### src/rtl/mem_port_arbiter.sv
// mem_port_arbiter: shares one multi-cycle memory port between the fetch
// stage (instruction reads) and the memory stage (data reads/writes).
// Data wins arbitration by default (it belongs to the older instruction);
// after MAX_I_WAIT consecutive lost arbitrations, fetch is granted instead.
// Optional macro ARB_PERF_CNT_EN adds conflict/starvation counter outputs.
module mem_port_arbiter #(
  parameter int unsigned MAX_I_WAIT = 4,
  parameter int unsigned ADDR_W     = 32,
  parameter int unsigned DATA_W     = 32
) (
  input  logic              clock,
  input  logic              reset_n,
  // fetch requester
  input  logic              i_req,
  input  logic [ADDR_W-1:0] i_addr,
  output logic              i_ready,
  output logic [DATA_W-1:0] i_rdata,
  output logic              i_stall,
  // data requester
  input  logic              d_req,
  input  logic              d_rw,
  input  logic [ADDR_W-1:0] d_addr,
  input  logic [DATA_W-1:0] d_wdata,
  input  logic [1:0]        d_access_size,
  output logic              d_ready,
  output logic [DATA_W-1:0] d_rdata,
  output logic              d_stall,
  // memory port
  output logic              mem_enable,
  output logic              mem_rw,
  output logic [ADDR_W-1:0] mem_address,
  output logic [DATA_W-1:0] mem_data_in,
  output logic [1:0]        mem_access_size,
  input  logic [DATA_W-1:0] mem_data_out,
  input  logic              mem_done
`ifdef ARB_PERF_CNT_EN
  ,
  output logic [31:0]       conflict_cnt,
  output logic [31:0]       starve_grant_cnt
`endif
);

  typedef enum logic [2:0] {
    S_IDLE,
    S_ISSUE_I,
    S_ISSUE_D,
    S_WAIT_I,
    S_WAIT_D,
    S_DONE_I,
    S_DONE_D
  } state_t;

  localparam logic [7:0] LP_MAX_I_WAIT = 8'(MAX_I_WAIT);

  state_t            r_state;
  logic [7:0]        r_i_wait_cnt;
  logic              r_mem_enable;
  logic              r_mem_rw;
  logic [ADDR_W-1:0] r_mem_addr;
  logic [DATA_W-1:0] r_mem_wdata;
  logic [1:0]        r_mem_size;
  logic              r_i_ready;
  logic              r_d_ready;
  logic [DATA_W-1:0] r_i_rdata;
  logic [DATA_W-1:0] r_d_rdata;

  logic w_both;
  logic w_starve;
  logic w_grant_i;
  logic w_grant_d;

  // Fetch is forced through once it has lost MAX_I_WAIT arbitrations in a row.
  assign w_both    = i_req & d_req;
  assign w_starve  = (r_i_wait_cnt >= LP_MAX_I_WAIT);
  assign w_grant_i = i_req & (~d_req | w_starve);
  assign w_grant_d = d_req & ~w_grant_i;

  // Arbitration, issue/wait handshake and registered outputs.
  always_ff @(posedge clock or negedge reset_n) begin
    if (!reset_n) begin
      r_state      <= S_IDLE;
      r_i_wait_cnt <= '0;
      r_mem_enable <= 1'b0;
      r_mem_rw     <= 1'b0;
      r_mem_addr   <= '0;
      r_mem_wdata  <= '0;
      r_mem_size   <= '0;
      r_i_ready    <= 1'b0;
      r_d_ready    <= 1'b0;
      r_i_rdata    <= '0;
      r_d_rdata    <= '0;
    end else begin
      r_mem_enable <= 1'b0;
      r_i_ready    <= 1'b0;
      r_d_ready    <= 1'b0;
      case (r_state)
        S_IDLE: begin
          if (w_grant_i) begin
            r_state      <= S_ISSUE_I;
            r_mem_enable <= 1'b1;
            r_mem_rw     <= 1'b1;
            r_mem_addr   <= i_addr;
            r_mem_wdata  <= '0;
            r_mem_size   <= 2'b00;
            r_i_wait_cnt <= '0;
          end else if (w_grant_d) begin
            r_state      <= S_ISSUE_D;
            r_mem_enable <= 1'b1;
            r_mem_rw     <= d_rw;
            r_mem_addr   <= d_addr;
            r_mem_wdata  <= d_wdata;
            r_mem_size   <= d_access_size;
            if (w_both && (r_i_wait_cnt != 8'hFF)) begin
              r_i_wait_cnt <= r_i_wait_cnt + 8'd1;
            end
          end
        end
        S_ISSUE_I: r_state <= S_WAIT_I;
        S_ISSUE_D: r_state <= S_WAIT_D;
        S_WAIT_I: begin
          if (mem_done) begin
            r_i_rdata <= mem_data_out;
            r_i_ready <= 1'b1;
            r_state   <= S_DONE_I;
          end
        end
        S_WAIT_D: begin
          if (mem_done) begin
            if (r_mem_rw) begin
              r_d_rdata <= mem_data_out;
            end
            r_d_ready <= 1'b1;
            r_state   <= S_DONE_D;
          end
        end
        S_DONE_I: r_state <= S_IDLE;
        S_DONE_D: r_state <= S_IDLE;
        default:  r_state <= S_IDLE;
      endcase
    end
  end

  assign mem_enable      = r_mem_enable;
  assign mem_rw          = r_mem_rw;
  assign mem_address     = r_mem_addr;
  assign mem_data_in     = r_mem_wdata;
  assign mem_access_size = r_mem_size;
  assign i_ready         = r_i_ready;
  assign d_ready         = r_d_ready;
  assign i_rdata         = r_i_rdata;
  assign d_rdata         = r_d_rdata;

  // Stalls are gated by reset so every output reads 0 while reset is held.
  assign i_stall = reset_n & i_req & ~r_i_ready;
  assign d_stall = reset_n & d_req & ~r_d_ready;

`ifdef ARB_PERF_CNT_EN
  logic [31:0] r_conflict_cnt;
  logic [31:0] r_starve_grant_cnt;

  // Count contested arbitrations and forced fetch grants; both wrap.
  always_ff @(posedge clock or negedge reset_n) begin
    if (!reset_n) begin
      r_conflict_cnt     <= '0;
      r_starve_grant_cnt <= '0;
    end else if (r_state == S_IDLE && w_both) begin
      r_conflict_cnt <= r_conflict_cnt + 32'd1;
      if (w_starve) begin
        r_starve_grant_cnt <= r_starve_grant_cnt + 32'd1;
      end
    end
  end

  assign conflict_cnt     = r_conflict_cnt;
  assign starve_grant_cnt = r_starve_grant_cnt;
`endif

endmodule

### config.mk
export PLATFORM = sky130hd
export DESIGN_NAME = mem_port_arbiter
export DESIGN_NICKNAME = d
export VERILOG_FILES = /design/src/rtl/mem_port_arbiter.sv
export SDC_FILE = /design/constraint.sdc
export NUM_CORES = 1
export LEC_CHECK = 0
export CAP_MARGIN = 20
export CORE_MARGIN = 2
export CORE_UTILIZATION = 43
export CTS_CLUSTER_SIZE = 10
export DETAILED_ROUTE_END_ITERATION = 10
export PLACE_DENSITY = 0.84
export SKIP_CTS_REPAIR_TIMING = 1
export SLEW_MARGIN = 20
export SYNTH_ARGS = -nofsm -noshare
export SYNTH_HDL_FRONTEND = slang
export SYNTH_SLANG_ARGS = --single-unit
### constraint.sdc
create_clock -name clock -period 2.3 [get_ports clock]
set_clock_uncertainty 0.15 [all_clocks]
set_input_delay 0.46 -clock clock [delete_from_list [all_inputs] [get_ports clock]]
set_output_delay 0.46 -clock clock [all_outputs]
set_load 0.01 [all_outputs]
==> results.py <==
metrics = {
    "cells_and_area": {
        "antenna-diode-count": 0,
        "nets": 909,
        "final_util": 0.680,
        "area_delta_synth_final_pct": 53.8,
        "drive_above_1_share": 0.198,
    },
    "setup_path": {
        "crit_fanout": 2,
        "crit_buf_inv": 2,
        "cp_common_cell": "clkdlybuf4s50_1",
        "cp.required_ns": 1.69,
        "critPathMaxStageDelay_ns": 0.55,
        "start_kind": "input port",
        "crit_family": "buffers and inverters",
        "critPathSlowestCell": "clkdlybuf4s50_1",
        "critPathArrivalTime_ns": 1.67,
        "setup.worst_path.end_class": "primary output",
        "path_cells": "clkdlybuf4s50_1, nand2_1, nor2_1, clkdlybuf4s50_1",
        "crit_type": "input port to primary output",
    },
    "cts": {
        "tritoncts": "built",
        "insertion_delay_ns": 0.42,
        "cts.sinks": 145,
        "cts.reportedPaths.clkPinSlew_ns": 0.05,
        "clock_path_buffers": 2,
        "cts_buffers": 17,
        "cts-root-buf": "clkbuf_16",
        "htreeDepth": 4,
    },
    "drt": {
        "vias": 5457,
        "drtAntennaViolNets": 0,
        "detail_route.first_pass.iterations": 5,
        "dr.first_iter.drc_count": 339,
        "wl_met2_mm": 9.27,
        "drc": 0,
        "wl_per_cell_um": 19.9,
        "viasPerCell": 5.65,
        "wl_met1_mm": 7.43,
        "met3_length_mm": 2.06,
        "highest_layer": "met4",
        "wl_mm": 19.2,
    },
    "power": {
        "max-vdd-ir-drop_uv": 758,
        "swShare": 0.345,
        "powerDensity_nw_per_um2": 1330,
        "switchingPower_mw": 4.55,
        "seqPwrFrac": 0.339,
        "clkPwrFrac": 0.195,
        "p_leak_nw": 4.04,
        "p_int_mw": 8.62,
        "comb_power_share": 0.466,
    },
    "synth": {
        "async_reset_ff_frac": 1.00,
        "synth_commonest_cells": "dfrtp_1 (145), nand3_1 (67), mux2_2 (63)",
        "ys_ff_latch": 145,
        "yosysWarnings": 0,
        "syn_nets": 652,
        "synth_area_leader_cell": "dfrtp_1",
        "ys_seq_area_frac": 0.562,
        "synth-edff-count": 0,
        "yosysMostFrequentCell": "dfrtp_1",
        "ys_types": 37,
        "synth.top_cells.by_area": "dfrtp_1 (56%), mux2_2 (11%), o211ai_2 (5.8%), nand3_1 (5.2%), o2bb2ai_1 (4.6%)",
        "synthMuxAreaShare": 0.112,
        "synth_flop_cell": "dfrtp_1",
        "synth_top_area_frac": 0.562,
        "synth_top_family_by_area": "compound AO/OA/AOI/OAI gates",
        "synth_simple_gate_area_frac": 0.0880,
        "synth_area_sq_um": 6450,
        "synthCells": 514,
        "synth_compound_area_frac": 0.187,
        "synth-xor-area-share": 0,
        "synth.avg_cell_area_sq_um": 12.6,
        "synth_fa_ha_area_frac": 0.00388,
    },
    "global_route": {
        "grt_overflow": 0,
        "grt_pass1_wl_mm": 30.4,
        "first_global_vias": 5787,
        "grt_max_degree": 74,
        "antenna_found_initial": 0,
        "grtUsageTotal": 0.241,
    },
    "die": {
        "die-area_sq_um": 16000,
        "die_y_um": 127,
        "ios": 272,
        "die_x_um": 127,
        "start_util": 0.442,
        "core_sq_um": 14600,
        "num_rows": 44,
    },
    "place": {
        "globalplace.congestion": 0.826,
        "portBuffers": 271,
        "hpwl_mm": 13.3,
        "place_ws_ns": -0.150,
    },
    "sta": {
        "finalSetupViolations": 0,
        "setup_slack_ns": 0.0242,
        "min_period_over_period": 0.989,
        "drv_slew": 0,
        "tns_ns": 0,
        "grt_setup_unrepaired": "no",
        "tightest_slew_ns": 0.939,
        "maxSlewHeadroom": 0.374,
        "fmax_mhz": 439,
        "layout_min_cycle_time_ns": 2.28,
        "finalHoldViolCount": 0,
    },
    "job": {
        "cap_viol_max_count": 0,
    },
    "min_path": {
        "hp-class": "input port to asynchronous set/reset pin",
    },
    "run_status": {
        "status": "completed",
    },
}
[per-layer routing]
layer / GRT usage / vias to the layer above
met4: 0.0976 / 0
met1: 0.287 / 2691
met5: 0 / -
met2: 0.385 / 292
li1: - / 2438
met3: 0.102 / 36
[final timing paths]
kind,cells past startpoint,end,startpoint,slack [ns]
max,4,i_stall,i_req,0.02
min,2,i_rdata[26],reset_n,0.12
max reg2reg,4,mem_address[1],r_i_wait_cnt[7],0.33
min reg2reg,1,mem_data_in[25],mem_data_in[25],0.34
max in group asynchronous,2,mem_address[7],reset_n,1.24
min in group clock,1,mem_data_in[25],mem_data_in[25],0.34
[kinds of logic after synthesis]
group	count (synthesis)
AOI/OAI and AO/OA	146
adders and majority gates	2
buffers and inverters	58
DFF	145
muxes	64
and+or+nand+nor	99
[cell usage in the layout, fill, tap and decap left out, drive strengths merged, types with 3 or more instances in the layout]
| cell | count |
|---|---|
| o2bb2ai | 34 |
| mux2 | 64 |
| o21ai | 34 |
| nand3 | 67 |
| nor2 | 9 |
| clkdlybuf4s50 | 269 |
| or3 | 3 |
| dfrtp | 145 |
| buf | 20 |
| clkinv | 6 |
| a21oi | 5 |
| nand2 | 4 |
| o211ai | 64 |
| clkbuf | 21 |
| inv | 6 |
| a41oi | 4 |
[sequential cells by signal, summed over array words and instances (netlist names), 2 cells and up]
| signal | count |
|---|---|
| mem_data_in | 32 |
| mem_address | 32 |
| d_rdata | 32 |
| r_i_wait_cnt | 8 |
| r_state | 3 |
| mem_access_size | 2 |
| i_rdata | 32 |
[metrics by stage]
stage | hold WS, ns | instances | power (mW) | instance area, sq um
after floorplan | 0.0144 | 514 | 7.30 | 6450
after global placement | 0.324 | 936 | 10.4 | 9370
after detailed placement | 0.327 | 936 | 10.6 | 9370
after CTS | 0.166 | 966 | 13.3 | 9920
after global routing | 0.215 | 966 | 13.9 | 9920
final | 0.124 | 966 | 13.2 | 9920
[final cells by class]
cell class	count	area, sq um
Clock inverter	9	86.3
Multi-Input combinational cell	311	2540
Tap cell	184	230
Clock buffer	21	460
Sequential cell	145	3630
Fill cell	994	4670
Timing Repair Buffer	290	2960
Inverter	6	22.5
[power by group through the flow]
stage,combinational (mW),sequential (mW),clock (mW)
finish,6.14,4.46,2.57
global route,6.55,4.60,2.75
CTS,6.18,4.47,2.63
detailed placement,6.15,4.49,0
global placement,5.96,4.40,0
floorplan,2.47,4.83,0
No activity file was read; power rests on OpenSTA's default activity.
==> RTL change, RTL diff (same flow settings) <==
The 7 states of `state_t` get a one-hot encoding in 7 bits.
--- a/src/rtl/mem_port_arbiter.sv
+++ b/src/rtl/mem_port_arbiter.sv
@@ -40,14 +40,14 @@
 `endif
 );
 
-  typedef enum logic [2:0] {
-    S_IDLE,
-    S_ISSUE_I,
-    S_ISSUE_D,
-    S_WAIT_I,
-    S_WAIT_D,
-    S_DONE_I,
-    S_DONE_D
+  typedef enum logic [6:0] {
+    S_IDLE    = 7'b0000001,
+    S_ISSUE_I = 7'b0000010,
+    S_ISSUE_D = 7'b0000100,
+    S_WAIT_I  = 7'b0001000,
+    S_WAIT_D  = 7'b0010000,
+    S_DONE_I  = 7'b0100000,
+    S_DONE_D  = 7'b1000000
   } state_t;
 
   localparam logic [7:0] LP_MAX_I_WAIT = 8'(MAX_I_WAIT);
Function: no difference found for any inputs over 4 cycles, from zero or initial values and one cycle with reset_n low; so few cycles prove little.
==> RTL change against the unedited design <==
- wire length is 11% lower
- count of clock-buffer cells in the layout grew 4
- first-iteration DRC count down 34%
- area after synthesis down 6.5%
- sequential power is 6.1% lower
- highest routed layer unchanged
- critical path type is now reg2reg
- power is 8.9% lower
- via count down 14%
- cell area decreased by 2.4%
- worst setup slack improved by 0.053 ns
- sequential cell count up 4
- global-route usage down 2.4 points
==> RTL change: results (changes against the unedited design) <==
status: completed (unchanged)
largest net degree at the start of global routing: 58 (was 74)
layout cell share with drive strength beyond 1: 16.17% (was 19.82%)
vias in the first global route: 4920 (was 5787)
first-pass GRT wire length: 24910 um (was 30420 um)
Max-slew headroom: 51.85% (was 37.41%)
clock buffer count from CTS: 17 (unchanged)
DR vias/cell: 5.111 (was 5.649)
DP Area: 9027 um^2 (was 9374 um^2)
root buf cell: clkbuf_16 (unchanged)
fill count: 965 (was 994)
Pre-Repair DR Iteration Count: 4 (was 5)
sequential share of the synthesized area: 61.83% (was 56.22%)
Peak VDD IR: 0.6542 mV (was 0.7584 mV)
clk slew on worst S/H paths: 0.06 ns
xor/xnor cell area share of the yosys netlist: 0.1452% (was 0%)
peak fanout along the critical path: 32 (was 2)
ys async rst share: 100.0% (unchanged)
wirelength, routed: 17030 um (was 19240 um)
leakage power: 4.528 nW (was 4.043 nW)
Synth Area in Compound Gates: 9.417% (was 18.67%)
largest cells by area after synthesis: dfrtp_1 (61%), mux2_4 (7.0%), mux2_2 (5.6%), mux2i_1 (5.3%), a22o_1 (4.9%) (was dfrtp_1 (56%), mux2_2 (11%), o211ai_2 (5.8%), nand3_1 (5.2%), o2bb2ai_1 (4.6%))
critical path arrival: 2.36 ns (was 1.67 ns)
Crit-path slowest cell: or4_1 (was clkdlybuf4s50_1)
Unique masters post-synth: 39 (was 37)
top cells by count, synth: dfrtp_1 (148), nor2_1 (44), a21oi_1 (36) (was dfrtp_1 (145), nand3_1 (67), mux2_2 (63))
top cell family by delay on the critical path: simple AND/OR/NAND/NOR gates (was buffers and inverters)
GP Congestion: 0.8158 (was 0.8264)
DR iter-0 viols: 225 (was 339)
adder-cell share of the synthesized area: 0.4149% (was 0.3877%)
DP HPWL: 12010 um (was 13300 um)
crit-path max cell delay: 0.60 ns (was 0.55 ns)
Synth Net Count: 579 (was 652)
CP startpoint: r_state[1] (was i_req)
Final nets: 867 (was 909)
area of the multi-input gates: 2122 um^2 (was 2536 um^2)
gr usage total: 21.70% (was 24.06%)
post-synthesis mux area share: 19.00% (was 11.17%)
==> RTL change: power breakdown <==
part / internal, W / switching (W)
Combinational: 0.00292 / 0.00215
Clock: 0.00171 / 0.00102
Sequential: 0.00361 / 0.000574
Total: 0.00825 / 0.00375
==> RTL change: final cells by class <==
cell class	count	area share, %
clock inverter	7	0.9814
multi-input combinational	257	21.90
sequential	149	38.49
clock buffer	25	5.114
timing repair buffer	296	30.88
tap	180	2.324
inverter	8	0.3099
==> RTL change: layer usage <==
layer,track usage (%),wire length [um]
met5,0,0
met4,10.70,441
met3,5.019,992
met2,38.51,9119
met1,24.46,6475
==> RTL change: per-stage QoR <==
stage | instances | setup slack (ns) | hold WS (ns) | TNS, ns | total power, W
3_3_place_gp | 886 | -0.3124 | 0.1400 | -18.55 | 0.009031
6_report | 922 | 0.07711 | 0.3050 | 0 | 0.01200
4_1_cts | 918 | -0.08063 | -0.3062 | -0.08063 | 0.01204
3_5_place_dp | 886 | -0.3841 | 0.1379 | -21.86 | 0.009240
5_1_grt | 922 | -0.006896 | 0.2963 | -0.006896 | 0.01262
2_1_floorplan | 441 | 0.05441 | 0.01441 | 0 | 0.006486
==> RTL change: worst paths after layout <==
path / endpoint / cells past startpoint / slack, ns
setup reg to reg: d_rdata[1] / 5 / 0.08
min in group clock: i_rdata[1] / 1 / 0.34
setup / recovery: d_rdata[1] / 5 / 0.08
hold / removal: d_rdata[6] / 2 / 0.30
hold reg to reg: i_rdata[1] / 1 / 0.34
max in group asynchronous: mem_data_in[25] / 3 / 0.76
==> RTL change: worst register-to-register path: cells and delay by family, from the launching register on <==
family        cells  cell delay (ns)
simple gates      3             1.00
mux               1             0.33
buf+inv           1             0.19
flops             1             0.43
